File: config.mk
export PLATFORM = sky130hd
export DESIGN_NAME = dnn_in_loader
export DESIGN_NICKNAME = d
export VERILOG_FILES = /design/src/rtl/dnn_pkg.sv /design/src/rtl/dnn_frame_shadow.sv /design/src/rtl/dnn_in_loader.sv
export SDC_FILE = /design/constraint.sdc
export NUM_CORES = 1
export LEC_CHECK = 0
export BUFFER_PORTS_ARGS = -buffer_cell sky130_fd_sc_hd__buf_4
export CELL_PAD_IN_SITES_DETAIL_PLACEMENT = 0
export CELL_PAD_IN_SITES_GLOBAL_PLACEMENT = 1
export CORE_ASPECT_RATIO = 1.4
export CORE_MARGIN = 2
export CORE_UTILIZATION = 43
export CTS_CLUSTER_DIAMETER = 80
export DETAILED_ROUTE_END_ITERATION = 8
export HOLD_SLACK_MARGIN = 0.1
export PLACE_DENSITY = 0.83
export SYNTH_ARGS = -nofsm -noshare
export SYNTH_HDL_FRONTEND = slang
export SYNTH_HIERARCHICAL = 1
export SYNTH_SLANG_ARGS = --single-unit
File: constraint.sdc
create_clock -name clk -period 1.8 [get_ports clk]
set_input_delay 0.18 -clock clk [delete_from_list [all_inputs] [get_ports clk]]
set_output_delay 0.18 -clock clk [all_outputs]
set_load 0.01 [all_outputs]
File: src/rtl/dnn_pkg.sv
// Shared constants, state encoding and weight-lane indices for the DNN input loader.
package dnn_pkg;

  localparam int unsigned N_X         = 4;
  localparam int unsigned N_W         = 24;
  localparam int unsigned X_W         = 7;
  localparam int unsigned W_W         = 5;
  localparam int unsigned FRAME_WORDS = N_X + N_W;
  localparam int unsigned CNT_W       = $clog2(FRAME_WORDS);

  // Prefixed literals so they never collide with the GAP parameter of the top.
  typedef enum logic [1:0] {
    S_IDLE,
    S_RUN,
    S_GAP
  } state_t;

  // Lane k of act_w (act_w[W_W*k +: W_W]) for each weight.
  localparam int unsigned K_W04 = 0;
  localparam int unsigned K_W14 = 1;
  localparam int unsigned K_W24 = 2;
  localparam int unsigned K_W34 = 3;
  localparam int unsigned K_W05 = 4;
  localparam int unsigned K_W15 = 5;
  localparam int unsigned K_W25 = 6;
  localparam int unsigned K_W35 = 7;
  localparam int unsigned K_W06 = 8;
  localparam int unsigned K_W16 = 9;
  localparam int unsigned K_W26 = 10;
  localparam int unsigned K_W36 = 11;
  localparam int unsigned K_W07 = 12;
  localparam int unsigned K_W17 = 13;
  localparam int unsigned K_W27 = 14;
  localparam int unsigned K_W37 = 15;
  localparam int unsigned K_W48 = 16;
  localparam int unsigned K_W58 = 17;
  localparam int unsigned K_W68 = 18;
  localparam int unsigned K_W78 = 19;
  localparam int unsigned K_W49 = 20;
  localparam int unsigned K_W59 = 21;
  localparam int unsigned K_W69 = 22;
  localparam int unsigned K_W79 = 23;

endpackage

File: src/rtl/dnn_frame_shadow.sv
// Shadow bank: assembles one frame from the byte stream and copies it to the
// active bus when the controller requests it.
module dnn_frame_shadow
  import dnn_pkg::*;
(
  input  logic                   clk,
  input  logic                   rst_n,
  input  logic [7:0]             s_data,
  input  logic                   s_valid,
  output logic                   s_ready,
  input  logic                   copy,
  output logic                   shadow_full,
  output logic [N_X*X_W-1:0]     act_x,
  output logic [N_W*W_W-1:0]     act_w
);

  localparam logic [CNT_W-1:0] LAST_WORD = CNT_W'(FRAME_WORDS - 1);

  logic [CNT_W-1:0]   wcnt;
  logic [N_X*X_W-1:0] sh_x;
  logic [N_W*W_W-1:0] sh_w;
  logic               take;
  logic               data_unused;

  assign s_ready     = ~shadow_full;
  assign take        = s_valid & s_ready;
  // Bit 7 of every word is never stored.
  assign data_unused = s_data[7];

  // Word counter and full flag; a copy empties the bank, the last word fills it.
  always_ff @(posedge clk or negedge rst_n) begin
    if (!rst_n) begin
      wcnt        <= '0;
      shadow_full <= 1'b0;
    end else begin
      if (copy)
        shadow_full <= 1'b0;
      if (take) begin
        if (wcnt == LAST_WORD) begin
          wcnt        <= '0;
          shadow_full <= 1'b1;
        end else begin
          wcnt <= wcnt + 1'b1;
        end
      end
    end
  end

  // Steer each accepted word into its activation or weight lane.
  always_ff @(posedge clk or negedge rst_n) begin
    if (!rst_n) begin
      sh_x <= '0;
      sh_w <= '0;
    end else if (take) begin
      for (int unsigned i = 0; i < N_X; i++)
        if (wcnt == CNT_W'(i))
          sh_x[X_W*i +: X_W] <= s_data[X_W-1:0];
      for (int unsigned k = 0; k < N_W; k++)
        if (wcnt == CNT_W'(N_X + k))
          sh_w[W_W*k +: W_W] <= s_data[W_W-1:0];
    end
  end

  // Active bank changes only on a copy request.
  always_ff @(posedge clk or negedge rst_n) begin
    if (!rst_n) begin
      act_x <= '0;
      act_w <= '0;
    end else if (copy) begin
      act_x <= sh_x;
      act_w <= sh_w;
    end
  end

endmodule

File: src/rtl/dnn_in_loader.sv
// Double-buffered frame loader in front of dnn_top: issues a frame, waits for
// both output-ready rising edges (or a timeout), then enforces an idle gap.
module dnn_in_loader
  import dnn_pkg::*;
#(
  parameter int unsigned GAP     = 2,
  parameter int unsigned TIMEOUT = 64
)(
  input  logic         clk,
  input  logic         rst_n,
  input  logic [7:0]   s_data,
  input  logic         s_valid,
  output logic         s_ready,
  output logic [27:0]  act_x,
  output logic [119:0] act_w,
  output logic         dnn_in_ready,
  input  logic         out0_ready,
  input  logic         out1_ready,
  output logic         frame_done,
  output logic         timeout_err,
  output logic         busy
);

  localparam int unsigned TW = $clog2(TIMEOUT + 1);
  localparam int unsigned GW = $clog2(GAP + 1);
  localparam logic [TW-1:0] T_LAST = TW'(TIMEOUT - 1);
  localparam logic [GW-1:0] G_LAST = GW'(GAP - 1);

  state_t        state, state_n;
  logic          shadow_full;
  logic          copy, done, tmo;
  logic          prev0, prev1, seen0, seen1, rise0, rise1;
  logic [TW-1:0] tcnt;
  logic [GW-1:0] gcnt;

  dnn_frame_shadow u_shadow (
    .clk         (clk),
    .rst_n       (rst_n),
    .s_data      (s_data),
    .s_valid     (s_valid),
    .s_ready     (s_ready),
    .copy        (copy),
    .shadow_full (shadow_full),
    .act_x       (act_x),
    .act_w       (act_w)
  );

  assign rise0 = out0_ready & ~prev0;
  assign rise1 = out1_ready & ~prev1;
  assign busy  = (state != S_IDLE);

  // State register.
  always_ff @(posedge clk or negedge rst_n) begin
    if (!rst_n) state <= S_IDLE;
    else        state <= state_n;
  end

  // Next state plus copy/complete/timeout strobes; same-cycle edges count as seen.
  always_comb begin
    state_n = state;
    copy    = 1'b0;
    done    = 1'b0;
    tmo     = 1'b0;
    unique case (state)
      S_IDLE: begin
        if (shadow_full) begin
          copy    = 1'b1;
          state_n = S_RUN;
        end
      end
      S_RUN: begin
        if ((seen0 | rise0) && (seen1 | rise1)) begin
          done    = 1'b1;
          state_n = S_GAP;
        end else if (tcnt == T_LAST) begin
          tmo     = 1'b1;
          state_n = S_GAP;
        end
      end
      S_GAP: begin
        if (gcnt == G_LAST) state_n = S_IDLE;
      end
      default: state_n = S_IDLE;
    endcase
  end

  // Edge history tracks the inputs in every state so a held level never looks like an edge.
  always_ff @(posedge clk or negedge rst_n) begin
    if (!rst_n) begin
      prev0 <= 1'b0;
      prev1 <= 1'b0;
    end else begin
      prev0 <= out0_ready;
      prev1 <= out1_ready;
    end
  end

  // Sticky seen flags and timeout counter live only while a frame stays in RUN.
  always_ff @(posedge clk or negedge rst_n) begin
    if (!rst_n) begin
      seen0 <= 1'b0;
      seen1 <= 1'b0;
      tcnt  <= '0;
    end else if (state == S_RUN && state_n == S_RUN) begin
      seen0 <= seen0 | rise0;
      seen1 <= seen1 | rise1;
      tcnt  <= tcnt + 1'b1;
    end else begin
      seen0 <= 1'b0;
      seen1 <= 1'b0;
      tcnt  <= '0;
    end
  end

  // Gap counter.
  always_ff @(posedge clk or negedge rst_n) begin
    if (!rst_n)                                  gcnt <= '0;
    else if (state == S_GAP && state_n == S_GAP) gcnt <= gcnt + 1'b1;
    else                                         gcnt <= '0;
  end

  // Registered handshake and status outputs.
  always_ff @(posedge clk or negedge rst_n) begin
    if (!rst_n) begin
      dnn_in_ready <= 1'b0;
      frame_done   <= 1'b0;
      timeout_err  <= 1'b0;
    end else begin
      if (copy)            dnn_in_ready <= 1'b1;
      else if (done | tmo) dnn_in_ready <= 1'b0;
      frame_done  <= done;
      timeout_err <= timeout_err | tmo;
    end
  end

endmodule

==> qor.yml, run 1 <==
clocking:
  htreeDepth: 1
  path_clk_slew_ns: 0.06
  cts_tree: "built"
  cts_root_buf: "clkbuf_16"
  insertion_delay_ns: 0.55
  clock_sinks: 320
  cts_buffers: 30
  clockBufferDepth: 3
  post-cts-setup-buffers: 0
timing:
  rsz0062_at_grt: "true"
  fin_tns_setup_ns: 0
  tightest_slew_ns: 0.425
  finalHoldViolations: 0
  slew_violations: 0
  setup_ws_ns: 0.0461
  setup_violations: 0
  fin_crit_ns: 1.75
  fmax_ghz: 0.570
  finClkSkew_ns: 0.0143
  slew_headroom_pct: 71.7
  timing.final.crit_share_pct: 97.4
synthesis:
  synth_top_cell_by_area: "dfrtp_1"
  ys_warn_count: 6
  ys_top_cells_by_count: "dfrtp_1, mux2_2, clkbuf_1"
  syn_nets: 786
  synth_cells: 766
  synthTopCellsByArea: "dfrtp_1, mux2_2, ha_1"
  synthArstFlopShare_pct: 100
  synth.top_cell.area_share_pct: 65.6
  syn_area_per_cell_um2: 15.9
  yosys_most_used_dff: "dfrtp_1"
  yosysMostFrequentCell: "dfrtp_1"
  synth-edff-count: 0
  ys_ff_latch: 320
  synthDistinctLibCells: 41
  yosysSeqAreaShare_pct: 65.6
  synth_area_mm2: 0.0122
drt:
  routed-via-count: 6809
  drc_errors: 0
  routedWlPerCell_um: 18.3
  drtAntennaViolNets: 0
  firstDrtPassIters: 4
  via_per_inst: 4.98
  routed_wl_um: 25100
  drtIter0Drc: 249
global_routing:
  grt_first_pass_wirelength_um: 40200
  gr-total-overflow: 0
  grt_pass1_vias: 7165
  grt_usage_pct: 17.1
  antenna_found_initial: 0
  grt_max_degree: 77
critical_path:
  critPathArrivalTime_ns: 2.18
  rrSetupSlack_ns: 0.05
  cp-end-kind: "register"
  path_class: "register to register"
  required_ns: 2.23
  crit_fanout: 5
  critPathLaunchType: "register"
  worstSetupStartpoint: "u_shadow/wcnt[3]$_DFFE_PN0P_"
  rr_startpoint: "u_shadow/wcnt[3]$_DFFE_PN0P_"
finish:
  drive_gt1_share_pct: 57.8
  diodes: 0
  fin_nets: 989
  fillers: 2398
  final_area_mm2: 0.0153
  area_delta_synth_final_pct: 25.4
  multi_input_area_mm2: 0.00406
  final-seq-area_mm2: 0.00801
placement:
  portBuffers: 164
  place_congestion: 0.737
  pre_cts_slack_ns: -0.0479
  hpwl_um: 16500
  dpl_cell_area_mm2: 0.0142
power:
  p_int_mw: 18.8
  p_switching_mw: 7.63
  combPwrFrac_pct: 31.0
  power_density_mw_per_mm2: 1730
  clkPwrFrac_pct: 24.4
  ir_worst_vdd_uv: 1140
  pwr-share-seq_pct: 44.5
  power_leakage_nw: 7.50
  swShare_pct: 28.9
  total_power_mw: 26.4
run_status:
  status: "complete, no violations"
run:
  drv_cap: 0
floorplan:
  core_mm2: 0.0281
  rows: 73
  die_w_um: 146
  die_y_um: 203
  start_util_pct: 43.4
  ioPinCount: 166
  die-area_mm2: 0.0298
worst_hold_path:
  hold_class: "input pin to async pin"
==> power by group through the flow <==
| stage | clock network (mW) | registers [mW] | logic (mW) |
|---|---|---|---|
| after floorplan | 0 | 11.9 | 4.37 |
| after global placement | 0 | 11.8 | 8.05 |
| after detailed placement | 0 | 11.9 | 8.27 |
| after CTS | 6.63 | 11.8 | 8.32 |
| after global routing | 6.91 | 12.1 | 8.89 |
| final | 6.46 | 11.8 | 8.21 |
==> stage by stage <==
stage,cells,hold slack [ns],utilization (%)
global placement,1306,0.0475,50.4
global route,1367,0.109,54.4
detailed placement,1306,0.0555,50.4
CTS,1368,0.203,54.4
finish,1367,0.0731,54.4
floorplan,766,-0.116,-
==> layout make-up <==
type / count / share of cell area, %
clock buffer: 42 / 5.92
clock inverter: 13 / 0.883
inverter: 7 / 0.172
multi-input combinational: 403 / 26.5
sequential: 320 / 52.3
tap: 375 / 3.06
timing repair buffer: 207 / 11.1
==> sequential cells by signal, indices dropped and copies added (netlist names), 2 cells and up <==
name / cells
u_shadow/act_w: 120
u_shadow/sh_w: 120
u_shadow/act_x: 28
u_shadow/sh_x: 28
tcnt: 7
u_shadow/wcnt: 5
gcnt: 2
state: 2
==> metal layers <==
layer,vias up,global-route usage (%),wire length [µm]
li1,3091,-,-
met1,3561,22.2,10600
met4,0,4.40,478
met2,123,30.4,13000
met5,-,0,0
met3,34,2.26,904
==> worst max-delay path, stage by stage (launching register included) <==
cell,delay (ns)
dfrtp_1,0.38
or4b_4,0.58
nor2_2,0.30
mux2_2,0.38
==> placed cells by master, fill, tap and decap left out, drive strengths merged, types with 4 or more instances in the layout <==
master / instances
clkbuf: 42
mux2: 296
nor2: 25
ha: 7
nand3: 5
buf: 201
inv: 8
and3: 4
dfrtp: 320
clkinv: 8
nand2: 21
dlygate4sd3: 6
nor2b: 9
==> repair_timing <==
| item | in CTS | in global routing |
|---|---|---|
| endpoints found under the setup margin | 7 | 73 |
| pin swaps | 0 | 0 |
| resized for setup | 1 | 10 |
| hold buffers | 7 | 0 |
| hold endpoints to repair | 333 | 0 |
==> final timing paths <==
kind,depth (start not counted),to
hold reg to reg,1,gcnt[0]$_DFF_PN0_
hold / removal,2,u_shadow/act_x[10]$_DFFE_PN0P_
setup reg to reg,3,u_shadow/sh_w[0]$_DFFE_PN0P_
min in group clk,2,u_shadow/sh_w[54]$_DFFE_PN0P_
max in group asynchronous,4,u_shadow/sh_w[78]$_DFFE_PN0P_
setup / recovery,3,u_shadow/sh_w[0]$_DFFE_PN0P_
==> cell families (layout without fill, tap and decap cells) <==
| family | Yosys count | count (layout) | share of synthesized area (%) |
|---|---|---|---|
| xor gates and xnor gates | 5 | 5 | 0.359 |
| and+or+nand+nor | 80 | 80 | 3.72 |
| DFF | 320 | 320 | 65.6 |
| adders and majority gates | 7 | 7 | 0.718 |
| buffers and inverters | 43 | 269 | 1.36 |
| AOI/OAI and AO/OA | 14 | 14 | 0.820 |
| muxes | 297 | 297 | 27.4 |
Power figures use the tool's default switching activity.
==> run 2: changes to the inputs <==
Settings changed: CTS_BUF_LIST from default to sky130_fd_sc_hd__clkbuf_16.
==> run 2 against run 1 <==
Net effect: register-to-register slack about the same; critical path depth unchanged; count of clock-buffer cells in the layout decreased by 12; clock power decreased by 7.9%; first-iteration DRC count increased by 15%; final cell count unchanged; die area unchanged; non-clock buffer count unchanged; setup slack got worse by 0.0017 ns; flip-flop and latch count unchanged; critical path type unchanged.
==> qor.yml, run 2 (synthesized netlist as in run 1, its figures left out) <==
drt:
  drtAntennaViolNets: 0  # unchanged
  via_per_inst: 4.99  # +0.25%
  routed_wl_um: 24900  # -0.50%
  drtIter0Drc: 286  # +15%
  routed-via-count: 6826  # +0.25%
  routedWlPerCell_um: 18.2  # -0.50%
  firstDrtPassIters: 4  # unchanged
  drc_errors: 0  # unchanged
power:
  combPwrFrac_pct: 31.6  # +0.6 points
  power_density_mw_per_mm2: 1710  # -1.2%
  power_leakage_nw: 7.44  # -0.79%
  swShare_pct: 29.3  # +0.42 points
  total_power_mw: 25.9  # -2.0%
  clkPwrFrac_pct: 23.0  # -1.4 points
  ir_worst_vdd_uv: 1120  # -1.7%
  p_switching_mw: 7.59  # -0.54%
  pwr-share-seq_pct: 45.4  # +0.9 points
  p_int_mw: 18.3  # -2.6%
finish:
  mostFrequentLayoutCell: "dfrtp_1"
  final_cell_mix: "dfrtp_1, mux2_2, buf_4"
  diodes: 0  # unchanged
  drive_gt1_share_pct: 56.5  # -1.3 points
  area_delta_synth_final_pct: 24.5
  fillers: 2422  # +1.0%
  final_core_util_pct: 54.0  # -0.41 points
  top_regs: "u_shadow/act_w (120), u_shadow/sh_w (120)"
  final_cells: 1367  # unchanged
  final_area_mm2: 0.0152  # -0.75%
  fin_nets: 989  # unchanged
timing:
  finalHoldViolations: 0  # unchanged
  setup_violations: 0  # unchanged
  rsz0062_at_grt: "true"
  fin_crit_ns: 1.76  # +0.00173 ns
  finClkSkew_ns: 0.0100  # -0.00433 ns
  slew_violations: 0  # unchanged
  fmax_ghz: 0.570  # about the same
  holdWs_ns: 0.0715  # -0.00164 ns
  fin_tns_setup_ns: 0  # unchanged
  slew_headroom_pct: 71.1  # -0.61 points
  tightest_slew_ns: 0.434  # +0.00912 ns
  setup_ws_ns: 0.0444  # -0.00173 ns
  timing.final.crit_share_pct: 97.5  # about the same
clocking:
  htreeDepth: 1  # unchanged
  cts_tree: "built"
  cts_root_buf: "clkbuf_16"
  cts_buffers: 30  # unchanged
  insertion_delay_ns: 0.55  # about the same
  clock_sinks: 320  # unchanged
  path_clk_slew_ns: 0.06  # about the same
  post-cts-setup-buffers: 0  # unchanged
  clockBufferDepth: 3  # unchanged
run_status:
  status: "complete, no violations"
floorplan:
  die-area_mm2: 0.0298  # unchanged
  ioPinCount: 166  # unchanged
  core_mm2: 0.0281  # unchanged
  start_util_pct: 43.4  # unchanged
  rows: 73  # unchanged
  die_y_um: 203  # unchanged
  die_w_um: 146  # unchanged
placement:
  dp.cells: 1306  # unchanged
  portBuffers: 164  # unchanged
  pre_cts_slack_ns: -0.0479  # unchanged
  dpl_cell_area_mm2: 0.0142  # unchanged
  hpwl_um: 16500  # unchanged
  place_congestion: 0.737  # unchanged
global_routing:
  grt_max_degree: 77  # unchanged
  antenna_found_initial: 0  # unchanged
  gr-total-overflow: 0  # unchanged
  grt_usage_pct: 17.0  # -0.057 points
  grt_pass1_vias: 7151  # -0.20%
  grt_first_pass_wirelength_um: 40200  # -0.15%
critical_path:
  crit_fanout: 5  # unchanged
  r2r-end: "u_shadow/sh_w[0]$_DFFE_PN0P_"
  critPathLaunchType: "register"
  required_ns: 2.23  # about the same
  timing.reg2reg.worst_path_depth: 3  # unchanged
  path_class: "register to register"
  rr_startpoint: "u_shadow/wcnt[3]$_DFFE_PN0P_"
  cp-end-kind: "register"
  rrSetupSlack_ns: 0.04  # about the same
  critPathArrivalTime_ns: 2.18  # about the same
run:
  drv_cap: 0  # unchanged
worst_hold_path:
  hold_class: "input pin to async pin"
-- run 2: changes by cell type in the layout (fill, tap and decap cells not counted) --
cell,previous run,this run
clkbuf_8,11,0
nand2_1,15,16
nor2b_1,7,8
clkinv_1,0,11
nor2b_2,2,1
nand2_2,6,5
inv_1,6,7
clkbuf_1,1,0
-- run 2: what timing repair did --
item,in CTS,in global routing
hold endpoints to repair,333,0
setup endpoints to repair,7,76
resized for setup,1,8
hold buffers,7,0
-- run 2: cell type report --
type,instances,area (µm²),area share [%]
Clock inverter,25,180,1.19
Tap cell,375,469,3.09
Multi-Input combinational cell,403,4060,26.7
Sequential cell,320,8010,52.7
Timing Repair Buffer,207,1700,11.2
Clock buffer,30,751,4.94
Inverter,7,26.3,0.173
-- run 2: worst max path at each step --
| stage | from | endpoint | depth (start not counted) |
|---|---|---|---|
| 3_3_place_gp | u_shadow/wcnt[1]$_DFFE_PN0P_ | u_shadow/sh_x[12]$_DFFE_PN0P_ | 6 |
| 2_1_floorplan | u_shadow/shadow_full$_DFF_PN0_ | u_shadow/act_w[100]$_DFFE_PN0P_ | 5 |
| 3_5_place_dp | u_shadow/wcnt[1]$_DFFE_PN0P_ | u_shadow/sh_x[12]$_DFFE_PN0P_ | 6 |
| 4_1_cts | u_shadow/wcnt[1]$_DFFE_PN0P_ | u_shadow/sh_w[106]$_DFFE_PN0P_ | 6 |
| 6_report | u_shadow/wcnt[3]$_DFFE_PN0P_ | u_shadow/sh_w[0]$_DFFE_PN0P_ | 3 |
| 5_1_grt | u_shadow/wcnt[3]$_DFFE_PN0P_ | u_shadow/sh_w[9]$_DFFE_PN0P_ | 3 |
-- run 2: layer usage --
layer  wire [µm]  GRT usage [%]
met1       10600           22.1
met5           0              0
met3         888           2.26
met4         511           4.40
met2       12900           30.3
-- run 2: critical path: stages, from the launching register on --
cell     delay (ns)
dfrtp_1        0.38
or4b_4         0.58
nor2_2         0.30
mux2_2         0.38
-- run 2: power by group through the flow --
stage                     combinational, mW  sequential [mW]  clock, mW
final                                  8.19             11.8       5.95
after global routing                   8.88             12.1       6.41
after CTS                              8.31             11.8       6.13
after detailed placement               8.27             11.9          0
after global placement                 8.05             11.8          0
after floorplan                        4.37             11.9          0
==> run 3: changes to the inputs <==
Settings changed: ABC_AREA from default to 1, CORE_UTILIZATION 43 to 42, PLACE_DENSITY 0.83 to 0.84.
==> run 3 against run 2 <==
Net effect: clock skew shrank 0.0034 ns; critical path depth grew 3; via count grew 11%; global-route usage grew 1.0 points; flip-flop and latch count is the same; power shrank 2.1%; hold slack gained 0.11 ns; synthesized cell count grew 25%; non-clock buffer count shrank 9; wire length grew 6.7%.
==> qor.yml, run 3 <==
run_status:
  status: "complete, no violations"
global_routing:
  gr-total-overflow: 0  # unchanged
  antenna_found_initial: 0  # unchanged
  grt_pass1_vias: 7721  # +8.0%
  grt_max_degree: 65  # -16%
  grt_usage_pct: 18.1  # +1.0 points
  grt_first_pass_wirelength_um: 42900  # +6.8%
clocking:
  cts_tree: "built"
  path_clk_slew_ns: 0.06  # about the same
  htreeDepth: 1  # unchanged
  cts_buffers: 30  # unchanged
  clockBufferDepth: 3  # unchanged
  insertion_delay_ns: 0.56  # about the same
  clock_sinks: 320  # unchanged
  cts_root_buf: "clkbuf_16"
  post-cts-setup-buffers: 0  # unchanged
timing:
  setup_ws_ns: 0.122  # +0.0779 ns
  finalHoldViolations: 0  # unchanged
  slew_violations: 0  # unchanged
  fin_tns_setup_ns: 0  # unchanged
  timing.final.crit_share_pct: 93.2  # -4.3 points
  tightest_slew_ns: 0.585  # +0.151 ns
  rsz0062_at_grt: "true"
  setup_violations: 0  # unchanged
  fin_crit_ns: 1.68  # -0.0779 ns
  finClkSkew_ns: 0.00661  # -0.00340 ns
  fmax_ghz: 0.596  # +4.6%
  slew_headroom_pct: 61.0  # -10 points
synthesis:
  synthArstFlopShare_pct: 100  # unchanged
  syn_nets: 978  # +24%
  synthDistinctLibCells: 27  # -34%
  synth.top_cell.area_share_pct: 66.6  # +0.95 points
  syn_area_per_cell_um2: 12.6  # -21%
  synth_top_cell_by_area: "dfrtp_1"
  synth-edff-count: 0  # unchanged
  yosysMostFrequentCell: "dfrtp_1"
  synth_area_mm2: 0.0120  # -1.4%
  yosysSeqAreaShare_pct: 66.6  # +0.95 points
  ys_top_cells_by_count: "dfrtp_1, nand2_1, mux2_2"
  ys_ff_latch: 320  # unchanged
  ys_warn_count: 6  # unchanged
  synthTopCellsByArea: "dfrtp_1, mux2_2, nand2_1"
  yosys_most_used_dff: "dfrtp_1"
  synth_cells: 958  # +25%
placement:
  portBuffers: 164  # unchanged
  dp.cells: 1490  # +14%
  pre_cts_slack_ns: 0.105  # +0.153 ns
  place_congestion: 0.746  # +1.2%
  hpwl_um: 17400  # +5.3%
floorplan:
  die-area_mm2: 0.0300  # +0.90%
  die_y_um: 204  # +0.45%
  rows: 73  # unchanged
  core_mm2: 0.0283  # +0.65%
  start_util_pct: 42.5  # -0.89 points
  ioPinCount: 166  # unchanged
  die_w_um: 147  # +0.45%
drt:
  routed_wl_um: 26600  # +6.7%
  via_per_inst: 4.86  # -2.6%
  routed-via-count: 7551  # +11%
  drc_errors: 0  # unchanged
  drtIter0Drc: 380  # +33%
  routedWlPerCell_um: 17.1  # -6.0%
  drtAntennaViolNets: 0  # unchanged
  firstDrtPassIters: 4  # unchanged
finish:
  final_cell_mix: "dfrtp_1, nand2_1, buf_4"
  fin_nets: 1174  # +19%
  final_cells: 1553  # +14%
  mostFrequentLayoutCell: "dfrtp_1"
  diodes: 0  # unchanged
  top_regs: "u_shadow/act_w (120), u_shadow/sh_w (120)"
  drive_gt1_share_pct: 36.3  # -20 points
  area_delta_synth_final_pct: 24.8
critical_path:
  timing.reg2reg.worst_path_depth: 6  # +3
  rr_startpoint: "u_shadow/shadow_full$_DFF_PN0_"
  r2r-end: "u_shadow/sh_x[23]$_DFFE_PN0P_"
  path_class: "register to register"
  crit_fanout: 14  # +9
  cp-end-kind: "register"
  required_ns: 2.22  # about the same
  rrSetupSlack_ns: 0.12  # +0.08 ns
  critPathArrivalTime_ns: 2.10  # -0.08 ns
  critPathLaunchType: "register"
worst_hold_path:
  hold_class: "input pin to async pin"
power:
  ir_worst_vdd_uv: 1020  # -8.9%
  power_density_mw_per_mm2: 1690  # -0.89%
  power_leakage_nw: 7.55  # +1.4%
run:
  drv_cap: 0  # unchanged
## run 3: cell types whose count changed after synthesis, moves of 9 or more
cell | before | now
buf_1 | 9 | 0
buf_4 | 0 | 11
clkbuf_1 | 23 | 10
inv_1 | 6 | 30
mux2_2 | 291 | 148
nand2_1 | 21 | 182
nand2_2 | 0 | 24
nor2b_1 | 9 | 0
o21ai_0 | 2 | 135
o21ai_1 | 1 | 16
## run 3: cells by family after synthesis
group | share of synthesized area, %
fa+ha+maj | 0.728
flops | 66.6
buf+inv | 2.74
compound gates | 6.38
xor+xnor | 0.218
simple gates | 9.52
mux | 13.9
## run 3: timing repair
| item | 4_1_cts | 5_1_grt |
|---|---|---|
| hold endpoints to repair | 342 | 0 |
| setup endpoints to repair | 0 | 11 |
| hold buffers | 7 | 0 |
| gates resized for setup | 0 | 2 |
## run 3: worst max path at each step
stage	end	cells after the start	from	slack, ns
2_1_floorplan	u_shadow/act_x[18]$_DFFE_PN0P_	7	state[0]$_DFF_PN0_	0.19
3_3_place_gp	u_shadow/act_w[73]$_DFFE_PN0P_	5	state[0]$_DFF_PN0_	0.14
3_5_place_dp	u_shadow/sh_x[20]$_DFFE_PN0P_	7	u_shadow/wcnt[0]$_DFFE_PN0P_	0.10
4_1_cts	u_shadow/sh_x[20]$_DFFE_PN0P_	7	u_shadow/wcnt[0]$_DFFE_PN0P_	0.06
5_1_grt	u_shadow/sh_x[25]$_DFFE_PN0P_	6	u_shadow/shadow_full$_DFF_PN0_	-0.03
6_report	u_shadow/sh_x[23]$_DFFE_PN0P_	6	u_shadow/shadow_full$_DFF_PN0_	0.12
## run 3: power breakdown
group          switching, mW  leakage (nW)  internal, mW
combinational           3.47          2.77          3.83
sequential              1.56          4.25          9.90
clock                   2.65         0.523          3.96
## run 3: final cells by class
class	instances	area, µm²
Fill cell	2461	13300
Tap cell	375	469
Sequential cell	320	8010
Clock inverter	25	265
Inverter	35	136
Timing Repair Buffer	198	1670
Clock buffer	31	776
Multi-Input combinational cell	569	3690
## run 3: per-layer routing
metal / GRT usage (%) / up-vias / part of all wire [%]
met5: 0 / - / 0
met4: 5.94 / 0 / 2.6
met3: 3.30 / 44 / 4.7
met2: 32.7 / 151 / 52
met1: 21.8 / 3766 / 41
li1: - / 3590 / -
## run 3: metrics by stage
stage / total power [mW] / hold slack [ns] / cell area (µm²) / utilization [%]
2_1_floorplan: 15.5 / -0.116 / 12000 / -
3_3_place_gp: 18.6 / 0.197 / 13900 / 49.1
3_5_place_dp: 18.9 / 0.200 / 13900 / 49.1
4_1_cts: 25.7 / 0.180 / 15000 / 53.0
5_1_grt: 27.0 / 0.210 / 15000 / 53.0
6_report: 25.4 / 0.183 / 15000 / 53.0
## run 3: worst max-delay path, cell delays in order (launching register included)
cell,delay [ns]
dfrtp_1,0.45
inv_2,0.13
nand2_4,0.10
nor2_4,0.24
nand2_1,0.36
nand2_1,0.16
o21ai_0,0.09
